--- src/rtl/tdm_demux4.sv ---
// Four-slot TDM demultiplexer: aligns on in_sync, gathers slots 0..2 in shadow
// registers and publishes a whole frame on f0..f3 when the slot-3 word arrives.
module tdm_demux4 #(
  parameter int WIDTH = 8
) (
  input  logic             clk,
  input  logic             rst,
  input  logic             in_valid,
  input  logic             in_sync,
  input  logic [WIDTH-1:0] w,
  output logic [WIDTH-1:0] f0,
  output logic [WIDTH-1:0] f1,
  output logic [WIDTH-1:0] f2,
  output logic [WIDTH-1:0] f3,
  output logic             out_valid,
  output logic [1:0]       slot,
  output logic             err
);

  typedef enum logic {
    HUNT = 1'b0,
    RUN  = 1'b1
  } state_t;

  state_t           state_reg;
  state_t           state_next;
  logic [1:0]       slot_reg;
  logic [1:0]       slot_next;
  logic [WIDTH-1:0] shadow_reg [3];
  logic [WIDTH-1:0] frame_reg  [4];
  logic             out_valid_reg;
  logic             err_reg;

  logic             store_en;
  logic [1:0]       store_idx;
  logic             load_frame;
  logic             set_err;

  // State and slot register
  always_ff @(posedge clk or posedge rst) begin
    if (rst) begin
      state_reg <= HUNT;
      slot_reg  <= 2'd0;
    end else begin
      state_reg <= state_next;
      slot_reg  <= slot_next;
    end
  end

  // Next-state logic; idle cycles leave alignment untouched
  always_comb begin
    state_next = state_reg;
    slot_next  = slot_reg;
    if (in_valid) begin
      unique case (state_reg)
        HUNT: begin
          if (in_sync) begin
            state_next = RUN;
            slot_next  = 2'd1;
          end
        end
        RUN: begin
          if (in_sync) begin
            slot_next = 2'd1;
          end else if (slot_reg == 2'd0) begin
            state_next = HUNT;
            slot_next  = 2'd0;
          end else begin
            slot_next = slot_reg + 2'd1;
          end
        end
        default: begin
          state_next = HUNT;
          slot_next  = 2'd0;
        end
      endcase
    end
  end

  // Datapath controls decoded from state, slot and the accepted word
  always_comb begin
    store_en   = 1'b0;
    store_idx  = 2'd0;
    load_frame = 1'b0;
    set_err    = 1'b0;
    if (in_valid) begin
      unique case (state_reg)
        HUNT: begin
          if (in_sync) begin
            store_en = 1'b1;
          end
        end
        RUN: begin
          if (in_sync) begin
            // A sync anywhere but slot 0 restarts the frame on this word
            store_en = 1'b1;
            set_err  = (slot_reg != 2'd0);
          end else if (slot_reg == 2'd0) begin
            set_err = 1'b1;
          end else if (slot_reg == 2'd3) begin
            load_frame = 1'b1;
          end else begin
            store_en  = 1'b1;
            store_idx = slot_reg;
          end
        end
        default: ;
      endcase
    end
  end

  always_ff @(posedge clk or posedge rst) begin
    if (rst) begin
      for (int i = 0; i < 3; i++) begin
        shadow_reg[i] <= '0;
      end
    end else if (store_en) begin
      for (int i = 0; i < 3; i++) begin
        if (store_idx == 2'(i)) begin
          shadow_reg[i] <= w;
        end
      end
    end
  end

  // Frame outputs change only on a completed frame, so they never look partial
  always_ff @(posedge clk or posedge rst) begin
    if (rst) begin
      for (int i = 0; i < 4; i++) begin
        frame_reg[i] <= '0;
      end
    end else if (load_frame) begin
      for (int i = 0; i < 3; i++) begin
        frame_reg[i] <= shadow_reg[i];
      end
      frame_reg[3] <= w;
    end
  end

  always_ff @(posedge clk or posedge rst) begin
    if (rst) begin
      out_valid_reg <= 1'b0;
      err_reg       <= 1'b0;
    end else begin
      out_valid_reg <= load_frame;
      if (set_err) begin
        err_reg <= 1'b1;
      end
    end
  end

  assign f0        = frame_reg[0];
  assign f1        = frame_reg[1];
  assign f2        = frame_reg[2];
  assign f3        = frame_reg[3];
  assign out_valid = out_valid_reg;
  assign slot      = slot_reg;
  assign err       = err_reg;

endmodule

--- config.mk ---
export PLATFORM = sky130hd
export DESIGN_NAME = tdm_demux4
export DESIGN_NICKNAME = d
export VERILOG_FILES = /design/src/rtl/tdm_demux4.sv
export SDC_FILE = /design/constraint.sdc
export NUM_CORES = 1
export LEC_CHECK = 0
export CAP_MARGIN = 20
export CORE_MARGIN = 2
export CORE_UTILIZATION = 54
export CTS_BUF_LIST = sky130_fd_sc_hd__clkbuf_8 sky130_fd_sc_hd__clkbuf_16
export DETAILED_ROUTE_END_ITERATION = 12
export MAX_ROUTING_LAYER = met4
export PLACE_DENSITY = 0.86
export SLEW_MARGIN = 20
export SYNTH_ARGS = -nofsm -noshare
export SYNTH_HDL_FRONTEND = slang
export SYNTH_SLANG_ARGS = --single-unit
--- constraint.sdc ---
create_clock -name clk -period 4.1 [get_ports clk]
set_clock_uncertainty 0.05 [all_clocks]
set_input_delay 1.025 -clock clk [delete_from_list [all_inputs] [get_ports clk]]
set_output_delay 1.025 -clock clk [all_outputs]
set_load 0.005 [all_outputs]
==> results of run 1 <==
## critical path: stages
cell             delay, ns
clkdlybuf4s50_1       0.64
nand4b_4              0.18
nor3b_4               0.47
mux2_2                0.39
## cell type report
| type | count | area, um^2 |
|---|---|---|
| repair buffers | 49 | 485.5 |
| inverters | 5 | 18.77 |
| multi-input cells | 77 | 839.6 |
| flip-flops and latches | 61 | 1526 |
| fillers | 286 | 1196 |
| clock inverters | 6 | 55.05 |
| well taps | 52 | 65.06 |
| clock buffers | 10 | 137.6 |
## power by group through the flow
stage / Combinational [mW] / Clock, mW / Sequential (mW)
3_3_place_gp: 0.679 / 0 / 0.991
2_1_floorplan: 0.329 / 0 / 0.988
5_1_grt: 0.761 / 0.545 / 1.04
3_5_place_dp: 0.710 / 0 / 1.01
4_1_cts: 0.714 / 0.520 / 1.01
6_report: 0.702 / 0.511 / 1.00
## routing by layer
| layer | up-vias | track usage, % | share of wire (%) |
|---|---|---|---|
| met5 | - | - | 0 |
| met4 | 0 | 11.74 | 2.8 |
| met2 | 38 | 31.05 | 51 |
| met1 | 719 | 24.20 | 42 |
| met3 | 12 | 5.556 | 4.0 |
| li1 | 625 | - | - |
## synthesized netlist by cell type, drive strengths merged
master / count
o21bai: 1
nand4b: 1
inv: 5
nand4: 1
o21ai: 2
nor3: 1
nor3b: 2
nand2: 3
mux2: 56
a31oi: 1
a21oi: 2
ha: 6
buf: 4
dfrtp: 61
and4bb: 1
## how the worst max path moves through the flow
stage | start | endpoint | slack [ns] | cells after the start
after CTS | in_valid | shadow_reg[8] | 1.54 | 4
after detailed placement | in_valid | shadow_reg[8] | 1.17 | 4
after floorplan | rst | err | 1.51 | 1
final | in_valid | shadow_reg[15] | 1.55 | 4
after global placement | in_valid | shadow_reg[15] | 1.21 | 4
after global routing | in_valid | shadow_reg[12] | 1.47 | 4
## kinds of logic (layout without fill, tap and decap cells)
| group | after synthesis | in the layout | synth area share [%] |
|---|---|---|---|
| compound gates | 6 | 6 | 1.561 |
| buf+inv | 9 | 70 | 1.613 |
| flops | 61 | 61 | 63.48 |
| fa+ha+maj | 6 | 6 | 3.122 |
| mux | 56 | 56 | 26.22 |
| simple gates | 9 | 9 | 4.006 |
## per-stage QoR
stage	utilization [%]	area, um^2
floorplan	-	2405
global placement	67.88	2935
CTS	72.34	3128
global route	72.34	3128
detailed placement	67.88	2935
finish	72.34	3128
==> flow_metrics.env, run 1 <==
export IMPL_syn_inst=147
export IMPL_tritoncts="yes"
export IMPL_netlist_top_cells_area="dfrtp_1, mux2_2, ha_1"
export IMPL_clock_sinks=61
export IMPL_finalHoldViolations=0
export IMPL_pwr_share_clk_pct=23.1
export IMPL_ant_nets=0
export IMPL_drt_iter0_markers=57
export IMPL_r2r_start="slot[0]"
export IMPL_max_freq_mhz=392.4
export IMPL_grt_pass1_wl_um=7272
export IMPL_r2r_slack_ns=1.91
export IMPL_clk_latency_ns=0.34
export IMPL_worstPathArrival_ns=2.71
export IMPL_largest_reg_flops=24
export IMPL_hold_class="register to register"
export IMPL_grt_ovfl_total=0
export IMPL_yosysSeqAreaShare_pct=63.48
export IMPL_rows=24
export IMPL_p_int_mw=1.629
export IMPL_yosysTopAreaCell="dfrtp_1"
export IMPL_dpl_hpwl_um=3009
export IMPL_holdPathStages=1
export IMPL_crit_required_ns=4.26
export IMPL_synth_top_area_share_pct=63.48
export IMPL_grt_max_degree=34
export IMPL_die_x_um=70.74
export IMPL_flow_area_growth_from_synthesis_pct=30.07
export IMPL_mostFrequentLayoutCell="dfrtp_1"
export IMPL_postSynthAreaPerCell_um2=16.36
export IMPL_place_inst=244
export IMPL_place_ws_ns=1.170
export IMPL_wl_um=4382
export IMPL_reg2reg_depth=5
export IMPL_peakVddDrop_mv=0.3665
export IMPL_synth_distinct_cells=16
export IMPL_dieArea_mm2=0.005003
export IMPL_slew_viol_final=0
export IMPL_critPathLaunchType="input port"
export IMPL_switching_share_pct=26.42
export IMPL_finalNetCount=221
export IMPL_synth_nets=165
export IMPL_path_class="input port to register"
export IMPL_crit_fanout=8
export IMPL_p_seq_share_pct=45.2
export IMPL_hp_start="err"
export IMPL_ys_warn_count=0
export IMPL_mostFrequentLayoutCells="dfrtp_1, mux2_2, clkdlybuf4s50_1"
export IMPL_period_share_pct=62.16
export IMPL_leakage_nw=1.446
export IMPL_finalSetupViolCount=0
export IMPL_wl_per_cell_um=16.85
export IMPL_fin_tns_setup_ns=0
export IMPL_clk_pin_slew_ns=0.06
export IMPL_final_cells=260
export IMPL_power_mw=2.214
export IMPL_place_gp_congestion=0.9529
export IMPL_htree_levels=3
export IMPL_die_y_um=70.74
export IMPL_start_util_pct=55.61
export IMPL_clockBufferDepth=2
export IMPL_cts_buffers=9
export IMPL_holdPathEnd="err"
export IMPL_cellPowerDensity_mw_per_mm2=707.7
export IMPL_share_comb_of_total_power_pct=31.7
export IMPL_p_sw_mw=0.5848
export IMPL_vias_per_cell=5.362
export IMPL_grt_antenna_before_repair=0
export IMPL_clockRootBuffer="clkbuf_8"
export IMPL_drc_errors=0
export IMPL_drive_above_1_share_pct=37.50
export IMPL_min_period_ns=2.548
export IMPL_r2r_end="shadow_reg[19]"
export IMPL_tightestPinTransition_ns=0.6150
export IMPL_portBuffers=47
export IMPL_insertedDiodeCount=0
export IMPL_dr_pass1_iters=4
export IMPL_cts_setup_buffers=0
export IMPL_max_slew_margin_rel_pct=58.94
export IMPL_rsz0062_at_grt="false"
export IMPL_worst_slack_ns=1.552
export IMPL_holdBufCountCts=0
export IMPL_groute_usage_overall_pct=20.27
export IMPL_core_area_mm2=0.004324
export IMPL_crit_path_end_kind="register"
export IMPL_fin_hold_ws_ns=0.4214
export IMPL_status="complete, no violations"
export IMPL_cts_resized=0
export IMPL_ios=48
export IMPL_grt_pass1_vias=1463
export IMPL_num_vias=1394
export IMPL_ys_seq_elements=61
export IMPL_maxCapViolations=0
export IMPL_syn_area_mm2=0.002405
Power figures use the tool's default switching activity.
==> run 2: changes to the inputs <==
CORE_UTILIZATION = 46   (was 54)
PLACE_DENSITY = 0.78   (was 0.86)
clock period = 2.24 ns   (was 4.1 ns; I/O delays follow)
==> run 2 against run 1 <==
  * Largest power group unchanged
  * Clock power increased by 130%
  * Largest cell class unchanged
  * Count of clock-buffer cells in the layout unchanged
  * Final area increased by 5.4%
==> flow_metrics.env, run 2 (synthesis gave the netlist of run 1 again) <==
export IMPL_dieArea_mm2=0.005822
export IMPL_fin_tns_setup_ns=0
export IMPL_grt_ovfl_total=0
export IMPL_groute_usage_overall_pct=17.56
export IMPL_grt_pass1_vias=1526
export IMPL_hold_class="register to register"
export IMPL_min_period_ns=1.967
export IMPL_grt_pass1_wl_um=7527
export IMPL_r2r_slack_ns=0.27
export IMPL_clk_latency_ns=0.33
export IMPL_insertedDiodeCount=0
export IMPL_portBuffers=47
export IMPL_path_class="register to register"
export IMPL_cts_setup_buffers=0
export IMPL_clockRootBuffer="clkbuf_8"
export IMPL_critPathLaunchType="register"
export IMPL_clock_sinks=61
export IMPL_die_y_um=76.31
export IMPL_grt_antenna_before_repair=0
export IMPL_ios=48
export IMPL_ant_nets=0
export IMPL_slew_viol_final=0
export IMPL_dpl_hpwl_um=3190
export IMPL_mostFrequentLayoutCell="dfrtp_1"
export IMPL_drt_iter0_markers=53
export IMPL_worstPathArrival_ns=2.13
export IMPL_vias_per_cell=4.881
export IMPL_mostFrequentLayoutCells="dfrtp_1, mux2_2, clkdlybuf4s50_1"
export IMPL_clockBufferDepth=2
export IMPL_finalHoldViolations=0
export IMPL_htree_levels=3
export IMPL_cts_buffers=9
export IMPL_clk_pin_slew_ns=0.06
export IMPL_ff_latch_area_mm2=0.001526
export IMPL_core_area_mm2=0.005075
export IMPL_max_freq_mhz=508.5
export IMPL_finalNetCount=228
export IMPL_num_vias=1391
export IMPL_tritoncts="yes"
export IMPL_flow_area_growth_from_synthesis_pct=37.04
export IMPL_fill_cells=365
export IMPL_period_share_pct=87.80
export IMPL_holdBufCountCts=0
export IMPL_leakage_nw=1.508
export IMPL_cts_resized=0
export IMPL_crit_path_end_kind="register"
export IMPL_crit_fanout=8
export IMPL_place_inst=269
export IMPL_max_slew_margin_rel_pct=79.51
export IMPL_largest_reg_flops=24
export IMPL_drc_errors=0
export IMPL_place_gp_congestion=0.9063
export IMPL_peakVddDrop_mv=0.9167
export IMPL_finalSetupViolCount=0
export IMPL_final_cells=285
export IMPL_status="complete, no violations"
export IMPL_rows=26
export IMPL_wl_per_cell_um=15.72
export IMPL_start_util_pct=47.39
export IMPL_cellPowerDensity_mw_per_mm2=1317
export IMPL_wl_um=4481
export IMPL_crit_required_ns=2.41
export IMPL_dr_pass1_iters=4
export IMPL_maxCapViolations=0
export IMPL_rsz0062_at_grt="false"
export IMPL_multi_input_area_um2=839.6
export IMPL_tightestPinTransition_ns=0.3073
export IMPL_die_x_um=76.31
export IMPL_drive_above_1_share_pct=40.47
export IMPL_grt_max_degree=62
==> run 2: changes by cell type in the layout (fill, tap and decap cells not counted), sizes merged <==
cell	before	now
clkinv	2	1
clkinvlp	1	2
inv	7	5
bufinv	1	3
buf	2	9
==> run 2: metal layers <==
layer | vias to the layer above | GRT usage [%] | wire length [um]
met4 | 0 | 11.09 | 107
met1 | 700 | 20.95 | 1903
met5 | - | - | 0
li1 | 642 | - | -
met2 | 35 | 27.96 | 2312
met3 | 14 | 2.844 | 157
==> run 2: cell type report <==
| class | count | share of cell area, % |
|---|---|---|
| multi-input combinational | 77 | 25.47 |
| sequential | 61 | 46.32 |
| inverter | 5 | 0.5695 |
| timing repair buffer | 56 | 17.46 |
| clock inverter | 6 | 3.341 |
| tap | 70 | 2.658 |
| clock buffer | 10 | 4.176 |
==> run 2: stage by stage <==
stage                     utilization (%)  cell area [um^2]  power (mW)  setup slack [ns]  hold slack [ns]
after floorplan                         -              2405       2.410            0.1170           0.4178
after global placement              60.06              3048       3.097           0.09656           0.4118
after detailed placement            60.06              3048       3.188           0.04208           0.4220
after CTS                           64.94              3296       4.389            0.2707           0.4381
after global routing                64.94              3296       4.579            0.2012           0.4609
final                               64.94              3296       4.340            0.2733           0.4302
==> run 2: critical path, cell delays in order, from the launching register on <==
cell and delay, ns:
dfrtp_1 0.42, inv_1 0.12, ha_1 0.36, and4bb_2 0.25, o21ai_2 0.10, buf_4 0.20, mux2_2 0.35
==> run 2: where the power goes <==
group	internal, mW	switching (mW)	leakage (nW)
registers	1.57	0.261	0.762
clock network	0.767	0.425	0.119
logic	0.907	0.413	0.627
total	3.24	1.10	1.51
==> run 2: path summary, 6_finish.rpt <==
kind / startpoint / endpoint / cells past startpoint
min in group asynchronous: rst / f0[6] / 3
setup reg to reg: slot[0] / shadow_reg[19] / 6
hold / removal: err / err / 1
max in group asynchronous: rst / f0[3] / 3
hold reg to reg: err / err / 1
setup / recovery: slot[0] / shadow_reg[19] / 6
==> run 3: changes to the inputs <==
SKIP_LAST_GASP = 1   (was default)
TNS_END_PERCENT = 100   (was default)
==> results of run 3 <==
Same layout as run 2: the final DEF is identical, and so are final timing and power.
